File: src/rtl/key_pkg.sv
// Shared definitions for the push-button run-control slice: debounce FSM
// state encoding and default timing constants for a 50 MHz system clock.
package key_pkg;

    typedef enum logic [1:0] {
        IDLE         = 2'd0,
        PRESS_WAIT   = 2'd1,
        PRESSED      = 2'd2,
        RELEASE_WAIT = 2'd3
    } key_state_t;

    localparam int CLK_FREQ_HZ   = 50_000_000;
    localparam int DEBOUNCE_20MS = 1_000_000;

endpackage

File: src/rtl/key_debounce.sv
// Two-flop synchroniser plus debounce FSM for an active-low push button.
// Produces a debounced level, a one-cycle press pulse, and the raw accept strobe.
module key_debounce
    import key_pkg::*;
#(
    parameter int DEBOUNCE_CYCLES = DEBOUNCE_20MS,
    parameter int CNT_W           = 24
)(
    input  logic sys_clk,
    input  logic rst_n,
    input  logic key_n,
    output logic key_level,
    output logic key_pulse,
    output logic press_accept
);

    localparam logic [CNT_W-1:0] CNT_LAST = CNT_W'(DEBOUNCE_CYCLES - 1);

    logic             key_meta;
    logic             key_s;
    key_state_t       state;
    logic [CNT_W-1:0] cnt;

    // Synchroniser flops idle high so a reset looks like a released key.
    always_ff @(posedge sys_clk or negedge rst_n) begin
        if (!rst_n) begin
            key_meta <= 1'b1;
            key_s    <= 1'b1;
        end else begin
            key_meta <= key_n;
            key_s    <= key_meta;
        end
    end

    // Same-cycle strobe lets the run-enable toggle on the edge that raises key_pulse.
    assign press_accept = (state == PRESS_WAIT) && !key_s && (cnt == CNT_LAST);

    always_ff @(posedge sys_clk or negedge rst_n) begin
        if (!rst_n) begin
            state     <= IDLE;
            cnt       <= '0;
            key_level <= 1'b0;
            key_pulse <= 1'b0;
        end else begin
            key_pulse <= 1'b0;
            case (state)
                IDLE: begin
                    if (!key_s) begin
                        state <= PRESS_WAIT;
                        cnt   <= '0;
                    end
                end
                PRESS_WAIT: begin
                    if (key_s) begin
                        state <= IDLE;
                    end else if (cnt == CNT_LAST) begin
                        state     <= PRESSED;
                        key_pulse <= 1'b1;
                        key_level <= 1'b1;
                    end else begin
                        cnt <= cnt + CNT_W'(1);
                    end
                end
                PRESSED: begin
                    if (key_s) begin
                        state <= RELEASE_WAIT;
                        cnt   <= '0;
                    end
                end
                RELEASE_WAIT: begin
                    if (!key_s) begin
                        state <= PRESSED;
                    end else if (cnt == CNT_LAST) begin
                        state     <= IDLE;
                        key_level <= 1'b0;
                    end else begin
                        cnt <= cnt + CNT_W'(1);
                    end
                end
                default: state <= IDLE;
            endcase
        end
    end

endmodule

File: src/rtl/key_run_ctrl.sv
// Run-enable control for the running-light block: each debounced press toggles
// vaild, and an optional timer forces it low after a fixed run time.
module key_run_ctrl
    import key_pkg::*;
#(
    parameter int DEBOUNCE_CYCLES = DEBOUNCE_20MS,
    parameter int AUTO_OFF_CYCLES = 0,
    parameter int CNT_W           = 24,
    parameter int RUN_W           = 32
)(
    input  logic sys_clk,
    input  logic rst_n,
    input  logic key_n,
    output logic key_level,
    output logic key_pulse,
    output logic vaild
);

    localparam bit               AUTO_OFF_EN = (AUTO_OFF_CYCLES > 0);
    localparam logic [RUN_W-1:0] RUN_LAST    = AUTO_OFF_EN ? RUN_W'(AUTO_OFF_CYCLES - 1) : '0;

    logic             press_accept;
    logic             timeout;
    logic [RUN_W-1:0] run_cnt;

    key_debounce #(
        .DEBOUNCE_CYCLES (DEBOUNCE_CYCLES),
        .CNT_W           (CNT_W)
    ) u_debounce (
        .sys_clk      (sys_clk),
        .rst_n        (rst_n),
        .key_n        (key_n),
        .key_level    (key_level),
        .key_pulse    (key_pulse),
        .press_accept (press_accept)
    );

    assign timeout = AUTO_OFF_EN && vaild && (run_cnt == RUN_LAST);

    // A press or timeout while running always stops; the run timer only counts while running.
    always_ff @(posedge sys_clk or negedge rst_n) begin
        if (!rst_n) begin
            vaild   <= 1'b0;
            run_cnt <= '0;
        end else if (vaild && (timeout || press_accept)) begin
            vaild   <= 1'b0;
            run_cnt <= '0;
        end else if (press_accept) begin
            vaild   <= 1'b1;
            run_cnt <= '0;
        end else if (vaild && AUTO_OFF_EN) begin
            run_cnt <= run_cnt + RUN_W'(1);
        end else begin
            run_cnt <= '0;
        end
    end

endmodule

File: config.mk
export PLATFORM = sky130hd
export DESIGN_NAME = key_run_ctrl
export DESIGN_NICKNAME = d
export VERILOG_FILES = /design/src/rtl/key_pkg.sv /design/src/rtl/key_debounce.sv /design/src/rtl/key_run_ctrl.sv
export SDC_FILE = /design/constraint.sdc
export NUM_CORES = 1
export LEC_CHECK = 0
export CORE_UTILIZATION = 40
export DETAILED_ROUTE_END_ITERATION = 8
export PLACE_DENSITY = 0.65
export SYNTH_ARGS = -nofsm -noshare
export SYNTH_HDL_FRONTEND = slang
export SYNTH_SLANG_ARGS = --single-unit
File: constraint.sdc
create_clock -name sys_clk -period 2.2 [get_ports sys_clk]
set_clock_uncertainty 0.1 [all_clocks]
set_input_delay 0.33 -clock sys_clk [delete_from_list [all_inputs] [get_ports sys_clk]]
set_output_delay 0.33 -clock sys_clk [all_outputs]
set_load 0.005 [all_outputs]
==> results of run 1 <==
per-stage QoR:
step | instances | total power [mW] | util (%) | hold slack [ns] | instance area [sq um]
floorplan | 184 | 0.656 | - | -0.0656 | 1690
global placement | 252 | 0.690 | 47.9 | 0.248 | 1930
detailed placement | 252 | 0.694 | 47.9 | 0.254 | 1930
CTS | 260 | 1.27 | 50.9 | 0.263 | 2050
global route | 262 | 1.32 | 52.4 | 0.273 | 2110
finish | 262 | 1.27 | 52.4 | 0.263 | 2110
where the power goes:
group / internal [mW] / switching [mW] / leakage [nW]
sequential: 0.585 / 0.0189 / 0.421
combinational: 0.0349 / 0.0530 / 0.408
clock: 0.366 / 0.215 / 0.0612
total: 0.986 / 0.287 / 0.891
kinds of logic after synthesis:
kind of cell / synth area share [%]
xor+xnor: 1.56
simple gates: 27.3
mux: 4.74
flops: 46.1
compound gates: 15.9
buf+inv: 3.70
fa+ha+maj: 0.741
sequential cells by signal, summed over array words and instances, names as in the netlist, named ones only:
name,cells
u_debounce.state,1
u_debounce.cnt,24
vaild,1
u_debounce.key_meta,1
u_debounce.key_pulse,1
u_debounce.key_level,1
u_debounce.key_s,1
layout by cell type (no fill, tap or decap), types with 2 or more instances in the layout:
| cell type | n |
|---|---|
| clkdlybuf4s50_1 | 5 |
| nand2b_1 | 2 |
| o31ai_1 | 3 |
| o21ai_0 | 15 |
| nand4_1 | 10 |
| inv_1 | 3 |
| or3_1 | 2 |
| o21ai_1 | 2 |
| clkbuf_8 | 6 |
| buf_6 | 3 |
| or4b_1 | 2 |
| o211ai_1 | 2 |
| dfstp_2 | 2 |
| buf_4 | 22 |
| nor4_1 | 2 |
| and2_1 | 4 |
| a31oi_1 | 6 |
| o22ai_1 | 2 |
| o41ai_1 | 3 |
| or4_4 | 2 |
| nor2_1 | 10 |
| dfrtp_1 | 29 |
| nand2_1 | 22 |
| nor3_1 | 4 |
| a21oi_1 | 3 |
| nand3_1 | 11 |
| mux2i_1 | 8 |
| xor2_1 | 2 |
repair_timing:
item | 4_1_cts | 5_1_grt
endpoints found under the setup margin | 3 | 26
endpoints found under the hold margin | 0 | 0
setup buffers | 0 | 2
pin swaps | 3 | 3
gates resized for setup | 2 | 12
area by class of cell:
class,count,area share [%]
clock inverters,2,1.66
clock buffers,6,3.91
inverters,5,0.890
flip-flops and latches,31,36.9
repair buffers,30,11.8
multi-input cells,138,41.9
well taps,50,2.97
how the worst min path moves through the flow:
stage                                      end  depth (start not counted)  slack [ns]                start
floorplan           asynchronous set/reset pin                          0       -0.07                rst_n
global placement              u_debounce.key_s                          0        0.25  u_debounce.key_meta
detailed placement            u_debounce.key_s                          0        0.25  u_debounce.key_meta
CTS                           u_debounce.key_s                          0        0.26  u_debounce.key_meta
global route                  u_debounce.key_s                          0        0.27  u_debounce.key_meta
finish                        u_debounce.key_s                          0        0.26  u_debounce.key_meta
routing by layer:
metal  GRT usage (%)  wire length (microns)
met1            30.0                   1960
met2            32.4                   2060
met3            5.65                    167
met4            7.45                     36
met5               0                      0
critical path: stages (launching register included):
cell     delay, ns
dfrtp_1       0.38
or4_4         0.53
or4_4         0.52
o21ai_4       0.19
inv_2         0.09
buf_6         0.13
nand4_1       0.09
o21ai_2       0.06
==> results_dict.tcl, run 1 <==
set metrics [dict create \
    status "finished, violations left" \
    violations "setup timing" \
    synth_common_cells "dfrtp_1 (29), nand2_1 (23), o21ai_0 (18)" \
    critPathLaunch "u_debounce.cnt[12]" \
    hold_viol 0 \
    layout_min_cycle_time_ns 2.21 \
    syn_avg_cell_area_sq_um 9.18 \
    initial_detailed_routing_violation_count 107 \
    crit_path_end "u_debounce.cnt[17]" \
    tritoncts "done" \
    synth-async-reset-ratio_pct 100 \
    wl_per_cell_microns 16.1 \
    synth.net_count 188 \
    finalMaxSlewViolations 0 \
    critical_path.reg2reg.startpoint "u_debounce.cnt[12]" \
    cp.arrival_ns 2.27 \
    globalplace.congestion 0.935 \
    antenna_cells_inserted 0 \
    synth_enable_flop_cells 0 \
    area.growth.synth_to_final_pct 24.9 \
    core-area_sq_um 4030 \
    die_height_microns 67.0 \
    synth_top_area_cell "dfrtp_1" \
    cts_buffers 5 \
    clk_path_buf_depth 2 \
    ff2ff_setup_slack_ns -0.009 \
    post_synth_main_area_contributors "dfrtp_1 (43%), o21ai_0 (5.3%), nand2_1 (5.1%)" \
    io_buffers 5 \
    layout-drive-gt1-share_pct 23.6 \
    worst-slew-pin-transition_ns 0.562 \
    cp_data_required_time_ns 2.26 \
    timing.final.ws_setup_ns -0.00949 \
    p_leak_nw 0.891 \
    clock_insertion_delay_worst_skew_ns 0.28 \
    clock.fmax_mhz 453 \
    power_density_of_the_placed_cells_nw_per_um2 603 \
    wire_length_of_the_first_global_routing_pass_mm 6.98 \
    largest_net_degree_at_the_start_of_global_routing 32 \
    critPathMaxFanout 4 \
    grt_pass1_vias 1440 \
    area.sequential_sq_um 778 \
    worstSetupStartpointType "register" \
    htree_num_levels 2 \
    yosys.cell_count.top_type "dfrtp_1" \
    finalSetupViolCount 1 \
    dr.pass1.iters 5 \
    worst-setup-path-type "register to register" \
    setup_total_negative_slack_ns -0.00949 \
    clock_sink_count 31 \
    maxCapViolCount 0 \
    postRouteWirelength_mm 4.22 \
    post-route-drc-count 0 \
    yosysSeqAreaShare_pct 46.1 \
    global_route.overflow_total 0 \
    number_of_antenna_violations_at_the_first_check_in_global_routing 0 \
    relSlewSlack_pct 62.2 \
    fillCellCount 371 \
    yosys_most_used_dff "dfrtp_1" \
    worst_setup_hold_path_clk_slew_ns 0.06 \
    yosys.area.top_type_share_pct 43.0 \
    post-dp-hpwl_mm 2.85 \
    vias_post_dr 1498 \
    initial_core_utilization_pct 41.9 \
    rsz0062_at_grt "true" \
    post_synthesis_cell_count 184 \
    crit-reg2reg-capture "u_debounce.cnt[17]" \
    crit_path_end_kind "register" \
    syn-cell-area_sq_um 1690 \
    postRouteAntennaNets 0 \
    ctsRootBufferMaster "clkbuf_8" \
    ff2ff_path_depth 7 \
    timing.final.crit_share_pct 100 \
    worst_ir_drop_vdd_uv 448 \
    postCtsHoldBufs 0 \
    hold_path_class "register to register" \
    placementRows 23 \
    netlist-cell-type-count 44 \
    yosysWarningCount 0 \
    layout.nets 215 \
    io_pins 6 \
    grt_usage_pct 21.7 \
    dp_worst_setup_slack_ns -0.0186 \
    synth.ff_latch_count 31 \
    fp.dieArea_sq_um 4490 \
    multiInputGateArea_sq_um 883 \
    vias_cell 5.72 \
    chipWidth_microns 67.0 \
]
Note: power is estimated with default switching activity, not from simulation.
==> inputs of run 2 (changes only) <==
--- a/config.mk
+++ b/config.mk
@@ -6,6 +6,7 @@
 export NUM_CORES = 1
 export LEC_CHECK = 0
 export CORE_UTILIZATION = 40
+export CTS_CLUSTER_SIZE = 16
 export DETAILED_ROUTE_END_ITERATION = 8
 export PLACE_DENSITY = 0.65
 export SYNTH_ARGS = -nofsm -noshare
==> results of run 2 <==
Same layout as run 1: the final DEF is identical, and so are final timing and power.
